<file path="config.mk">
export PLATFORM = sky130hd
export DESIGN_NAME = coo_stream_feeder
export DESIGN_NICKNAME = d
export VERILOG_FILES = /design/src/rtl/coo_stream_feeder.sv
export SDC_FILE = /design/constraint.sdc
export NUM_CORES = 1
export LEC_CHECK = 0
export CAP_MARGIN = 10
export CORE_AREA = 8 8 325 327
export CTS_CLUSTER_SIZE = 30
export DETAILED_ROUTE_END_ITERATION = 10
export DIE_AREA = 0 0 333 335
export HOLD_SLACK_MARGIN = 0.1
export PLACE_DENSITY_LB_ADDON = 0.05
export SETUP_SLACK_MARGIN = 0.02
export SYNTH_ARGS = -nofsm -noshare
export SYNTH_HDL_FRONTEND = slang
export SYNTH_SLANG_ARGS = --single-unit
</file>
<file path="constraint.sdc">
create_clock -name clk -period 6.6 [get_ports clk]
set_input_delay 0.99 -clock clk [delete_from_list [all_inputs] [get_ports clk]]
set_output_delay 0.99 -clock clk [all_outputs]
set_load 0.01 [all_outputs]
</file>
<file path="src/rtl/coo_stream_feeder.sv">
`default_nettype none
// ============================================================================
// Module      : coo_stream_feeder
// Description : Walks per-channel COO entry memories and emits one beat per
//               issue cycle, padding exhausted lanes with the row sentinel.
// Revision    : 1.0 - initial release
// ============================================================================
module coo_stream_feeder #(
  parameter int NUM_CHANNELS = 4,
  parameter int MATRIX_SIZE  = 128,
  parameter int ADDR_W       = 10,
  parameter int NNZ_W        = 11
) (
  input  logic                                  clk,
  input  logic                                  rst_l,
  input  logic                                  start,
  input  logic [NUM_CHANNELS-1:0][NNZ_W-1:0]    nnz_count,
  input  logic                                  hold,
  output logic                                  mem_rd_en,
  output logic [NUM_CHANNELS-1:0][ADDR_W-1:0]   mem_addr,
  input  logic [NUM_CHANNELS-1:0][31:0]         mem_value,
  input  logic [NUM_CHANNELS-1:0][31:0]         mem_col,
  input  logic [NUM_CHANNELS-1:0][31:0]         mem_row,
  output logic [NUM_CHANNELS-1:0][31:0]         values,
  output logic [NUM_CHANNELS-1:0][31:0]         col_id,
  output logic [NUM_CHANNELS-1:0][31:0]         row_id,
  output logic                                  rdy,
  output logic                                  busy,
  output logic                                  done,
  output logic                                  err
);

  localparam logic [NNZ_W-1:0] NNZ_MAX  = NNZ_W'(1 << ADDR_W);
  localparam logic [31:0]      SENTINEL = 32'(MATRIX_SIZE);

  typedef enum logic [1:0] {
    ST_IDLE  = 2'd0,
    ST_FETCH = 2'd1,
    ST_FLUSH = 2'd2,
    ST_DONE  = 2'd3
  } state_e;

  state_e                               state_q, state_d;
  logic                                 flush_cnt_q, flush_cnt_d;
  logic [NUM_CHANNELS-1:0][NNZ_W-1:0]   nnz_q, nnz_d;
  logic [NUM_CHANNELS-1:0][NNZ_W-1:0]   ptr_q, ptr_d;
  logic                                 s1_valid_q, s1_valid_d;
  logic [NUM_CHANNELS-1:0]              s1_mask_q, s1_mask_d;
  logic [NUM_CHANNELS-1:0][31:0]        values_q, values_d;
  logic [NUM_CHANNELS-1:0][31:0]        col_q, col_d;
  logic [NUM_CHANNELS-1:0][31:0]        row_q, row_d;
  logic                                 rdy_q, rdy_d;
  logic                                 err_q, err_d;

  logic                                 issue;
  logic                                 accept;
  logic [NUM_CHANNELS-1:0]              active;

  always_comb begin
    issue  = (state_q == ST_FETCH) && !hold;
    accept = start && ((state_q == ST_IDLE) || (state_q == ST_DONE));
    for (int k = 0; k < NUM_CHANNELS; k++) begin
      active[k]   = ptr_q[k] < nnz_q[k];
      mem_addr[k] = ptr_q[k][ADDR_W-1:0];
    end
    mem_rd_en = issue && (|active);
  end

  always_comb begin
    state_d     = state_q;
    flush_cnt_d = flush_cnt_q;
    nnz_d       = nnz_q;
    ptr_d       = ptr_q;
    err_d       = err_q;
    values_d    = values_q;
    col_d       = col_q;
    row_d       = row_q;

    case (state_q)
      ST_IDLE, ST_DONE: begin
        if (accept) begin
          state_d = ST_FETCH;
          ptr_d   = '0;
          err_d   = 1'b0;
          for (int k = 0; k < NUM_CHANNELS; k++) begin
            nnz_d[k] = (nnz_count[k] > NNZ_MAX) ? NNZ_MAX : nnz_count[k];
          end
        end
      end
      ST_FETCH: begin
        if (issue) begin
          for (int k = 0; k < NUM_CHANNELS; k++) begin
            if (active[k]) ptr_d[k] = ptr_q[k] + NNZ_W'(1);
          end
          // An issue with no active lane is the terminator beat
          if (!(|active)) begin
            state_d     = ST_FLUSH;
            flush_cnt_d = 1'b0;
          end
        end
      end
      ST_FLUSH: begin
        if (flush_cnt_q) state_d = ST_DONE;
        else             flush_cnt_d = 1'b1;
      end
      default: state_d = ST_IDLE;
    endcase

    s1_valid_d = issue;
    s1_mask_d  = active;
    rdy_d      = s1_valid_q;

    if (s1_valid_q) begin
      for (int k = 0; k < NUM_CHANNELS; k++) begin
        if (s1_mask_q[k]) begin
          values_d[k] = mem_value[k];
          col_d[k]    = mem_col[k];
          row_d[k]    = mem_row[k];
          if (mem_row[k] >= SENTINEL) err_d = 1'b1;
        end else begin
          values_d[k] = '0;
          col_d[k]    = '0;
          row_d[k]    = SENTINEL;
        end
      end
    end
  end

  always_ff @(posedge clk) begin
    if (!rst_l) begin
      state_q     <= ST_IDLE;
      flush_cnt_q <= 1'b0;
      nnz_q       <= '0;
      ptr_q       <= '0;
      s1_valid_q  <= 1'b0;
      s1_mask_q   <= '0;
      values_q    <= '0;
      col_q       <= '0;
      row_q       <= '0;
      rdy_q       <= 1'b0;
      err_q       <= 1'b0;
    end else begin
      state_q     <= state_d;
      flush_cnt_q <= flush_cnt_d;
      nnz_q       <= nnz_d;
      ptr_q       <= ptr_d;
      s1_valid_q  <= s1_valid_d;
      s1_mask_q   <= s1_mask_d;
      values_q    <= values_d;
      col_q       <= col_d;
      row_q       <= row_d;
      rdy_q       <= rdy_d;
      err_q       <= err_d;
    end
  end

  assign values = values_q;
  assign col_id = col_q;
  assign row_id = row_q;
  assign rdy    = rdy_q;
  assign err    = err_q;
  assign busy   = (state_q == ST_FETCH) || (state_q == ST_FLUSH);
  assign done   = (state_q == ST_DONE);

endmodule
`default_nettype wire
</file>
Word-level counts from Yosys, hierarchy flattened --
Index checks and enable logic that the tools add are counted. W data, S select, Z words.
Word-level totals: register bits 482, input bits 432, output and inout port bits 429, logic and storage cells 113
Operators by class: $add $sub $neg 4, magnitude comparators 12, equal/unequal tests 11, multiplexer cells 42, reductions and logical operators 18
Operators by type and width (count):
- $mux W32 | 12
- $ge A32 B8 Y1 const B | 4
- $mux W11 | 8
- $mux W44 | 2
- $pmux W44 S2 | 1
- $add A11 B1 Y11 const B | 4
- $gt A11 B11 Y1 const B | 4
- $lt A11 B11 Y1 | 4
- $reduce_and A4 Y1 | 5
- $ne A2 B2 Y1 const B | 8
- $mux W1 | 13
- $mux W2 | 4
- $pmux W2 S3 | 1
- $eq A2 B2 Y1 const B | 2
- $reduce_bool A2 Y1 | 2
- $reduce_or A4 Y1 | 1
- $logic_and A1 B1 Y1 | 3
- $reduce_and A3 Y1 | 1
- $eq A2 B1 Y1 const B | 1
- $logic_not A2 Y1 | 1
- $logic_or A1 B1 Y1 | 2
- $pmux W1 S2 | 1
- $reduce_and A2 Y1 | 1
- $reduce_or A2 Y1 | 1
- $logic_not A1 Y1 | 1

Logic depth before layout (Yosys ltp) --
word-level depth 14, gate-level depth with buffers 10, mapped depth without buffers 9

Worst setup path after synthesis --
No wires, ideal clock.
path kind register to output, start point register ptr_q, in the netlist mem_addr[8], end point output port mem_rd_en, data arrival time 1.793 ns, data required time 5.610 ns, slack 3.817 ns, cell stages (with the launch flop) 8, buffers on the path 0, cell sequence dfxtp_1 > ha_1 > a21o_1 > a21o_1 > a211o_1 > a21o_1 > nand4_1 > and3_1
On the way: word-level cells in the longest chain between the ends 3
Ends and longest elaborated chain:
- from (decl) | RTL line 46 | logic [NUM_CHANNELS-1:0][NNZ_W-1:0] ptr_q, ptr_d;
- from (signal assigned) | RTL line 146 | ptr_q <= ptr_d;
- $lt A11 B11 Y1 | RTL line 63 | active[k] = ptr_q[k] < nnz_q[k];
- $reduce_or A4 Y1 | RTL line 66 | mem_rd_en = issue && (|active);
- $logic_and A1 B1 Y1 | RTL line 66
- to (decl) | RTL line 19 | output logic mem_rd_en,
No other way between the ends.

Worst setup path after layout --
start point register ptr_q, in the netlist mem_addr[2], end point output port mem_rd_en
The elaborated chain is that of the path after synthesis.

==> results.cfg <==
[outcome]
status = complete, no violations

[global_route]
grt_max_degree = 209
grt_pass1_vias = 19300
grt_overflow = 0
grtUsageTotal_pct = 17.7
antenna_found_initial = 22
grt_pass1_wl_mm = 146

[worst_setup_path]
crit_path_cell_trace = ha_1 > a21o_1 > a31oi_1 > o21ai_1 > a21o_1 > nand4_1 > and3_1 > clkdlybuf4s50_1
cpLargestDelayFamily = compound AO/OA/AOI/OAI gates
cp_max_fo = 8
path_class = reg2out
critPathRequiredTime_ns = 5.61
critPathBufInv = 1
cp-start-kind = flop
end_kind = output pin
slowest_delay_ns = 0.64
critPathArrivalTime_ns = 3.29
cpMostUsedCell = a21o_1
slowest_stage = clkdlybuf4s50_1

[logic_synthesis]
synthTopCellsByArea = dfxtp_1 (49%), nor2b_1 (12%), a21oi_1 (12%), nor2_1 (8.4%), ha_1 (3.1%)
ys_seq_elements = 482
yosysWarnings = 0
synth_top_cells_by_count = dfxtp_1 (482), a21oi_1 (459), nor2_1 (438), nor2b_1 (382), clkbuf_1 (139)
yosysUniqueCellTypes = 43
synth.top_cell.area_share_pct = 49.0
yosysMostFrequentCell = dfxtp_1
netlist_instances = 2393
synth-async-reset-ratio_pct = 0
syn_nets = 2873
syn_area_per_cell_sq_um = 8.22
synth_edf_count = 0
synth_top_area_cell = dfxtp_1
synth_ff_type = dfxtp_1
syn_area_sq_um = 19700
ys_seq_area_share_pct = 49.0

[floorplanning]
die_y_microns = 335
dieArea_sq_um = 112000
die_w_microns = 333
rows = 117
ios = 861
core_area_sq_um = 101000
initial_core_util_pct = 19.5

[sta]
tns_ns = 0
fmax_mhz = 234
finalHoldWorstSlack_ns = 0.448
final.period_utilization_pct = 64.8
finalCriticalPeriod_ns = 4.28
hold_violations = 0
tightest_slew_ns = 1.15
slew-limit-headroom_pct = 23.3
slew_violations = 0
clock_skew_ns = 0.0190
setup_viol = 0
rsz0062_at_grt = no

[route]
routedWlPerCell_microns = 23.2
antenna_left = 0
topRoutingLayerUsed = met5
viasPerCell = 4.29
met3_length_mm = 7.84
drc = 0
wl_met1_mm = 39.8
dr.pass1.iters = 5
num_vias = 19300
drt-total-wl_mm = 105
met2_length_mm = 54.4
drtIter0Drc = 976

[clocking]
numCtsBuffers = 66
clk_pin_slew_ns = 0.05
cts_hold_buf = 0
insertion_delay_ns = 0.60
cts_root_buffer = clkbuf_16
htreeDepth = 3
clock_path_buffers = 3
cts_resized = 0
clock-sinks = 482
tritoncts = built
post_cts_buffers = 0

[pwr]
p_leak_uw = 0.0119
power.density_nw_per_um2 = 259
max-vdd-ir-drop_mv = 0.174

[place]
gp_congestion = 0.811
port_buffers = 860
place_hpwl_mm = 78.8

[finish]
layout.nets = 3623
area_growth_pct = 59.5
drive_gt1_share_pct = 4.01

[flow_run]
maxCapViolations = 0

[worst_hold_path]
hold_class = reg2reg
[cells in the final DEF (no fill, tap or decap), types with 3 or more instances in the layout]
master / n
a21o_1: 8
a21oi_1: 459
a22oi_1: 15
a31oi_1: 6
and2_1: 5
and2_4: 4
and3_1: 6
buf_4: 14
clkbuf_1: 17
clkbuf_16: 71
clkbuf_8: 18
clkdlybuf4s50_1: 860
clkinv_2: 6
dfxtp_1: 481
diode_2: 9
ha_1: 48
inv_1: 53
mux2i_1: 4
nand2_1: 85
nand2b_1: 3
nand3_1: 22
nand3b_1: 26
nand4_1: 11
nor2_1: 438
nor2b_1: 382
nor3_1: 10
nor4_1: 31
o211ai_1: 5
o21ai_0: 31
o21ai_1: 3
o31ai_1: 4
or2_2: 4
or3_1: 15
or4_1: 7
xnor2_1: 8
xor2_1: 6
[metrics by stage]
step	util, %	total power [uW]	cell area [sq um]	instances	worst slack, ns
6_report	31.2	8120	31400	4507	2.32
5_1_grt	31.1	8540	31400	4504	2.21
4_1_cts	31.1	8310	31400	4498	2.26
3_5_place_dp	29.0	4600	29200	4384	2.72
3_3_place_gp	29.0	4590	29200	4384	2.58
2_1_floorplan	-	3830	19700	2393	3.82
[state kept, by name, indices dropped and copies added (netlist names)]
name         flops
state_q          2
ptr_q            4
rdy              1
row_id         128
flush_cnt_q      1
nnz_q           44
values         128
col_id         128
rdy_d            1
s1_mask_q        4
err              1
mem_addr        40
[cells by family (layout without fill, tap and decap cells)]
logic type,Yosys count,count (layout),synth area share [%]
XOR/XNOR,14,14,0.623
multiplexers,4,4,0.204
flip-flops,482,482,49.0
adder cells (fa/ha/maj),48,48,3.05
AO/OA/AOI/OAI,542,542,14.6
AND/OR/NAND/NOR,1056,1056,27.0
buffers and inverters,247,1043,5.48
other,0,9,0
[final cells by class]
class	instances	area, sq um
Clock buffer	106	2090
Fill cell	10600	69300
Antenna cell	9	22.5
Multi-Input combinational cell	1664	8960
Inverter	54	210
Clock inverter	8	68.8
Timing Repair Buffer	875	8730
Sequential cell	482	9650
Tap cell	1309	1640
[worst min-delay path: stages (launching register included)]
cell     delay [ns]
dfxtp_1        0.30
nand2_1        0.05
a21oi_1        0.05
[path summary, 6_finish.rpt]
path | from | end | slack (ns) | cells past startpoint
min | nnz_q[23]$_SDFFE_PN0P_ | nnz_q[23]$_SDFFE_PN0P_ | 0.45 | 2
max | mem_addr[2]$_SDFFE_PN0P_ | mem_rd_en | 2.32 | 8
max reg2reg | rdy_d$_SDFF_PN0_ | row_id[76]$_SDFFE_PN0P_ | 3.34 | 5
min reg2reg | nnz_q[23]$_SDFFE_PN0P_ | nnz_q[23]$_SDFFE_PN0P_ | 0.45 | 2
[metal layers]
layer | GRT usage (%) | vias to the layer above
met1 | 19.1 | 9195
met3 | 6.05 | 118
met4 | 5.62 | 14
met2 | 32.4 | 596
li1 | - | 9390
met5 | 0 | -
[power breakdown]
part	switching [uW]	internal, uW	total [uW]
Clock	1420	2190	3610
Combinational	790	588	1380
Sequential	96.9	3030	3130
Total	2300	5810	8120
(Power assumes the default switching activity.)
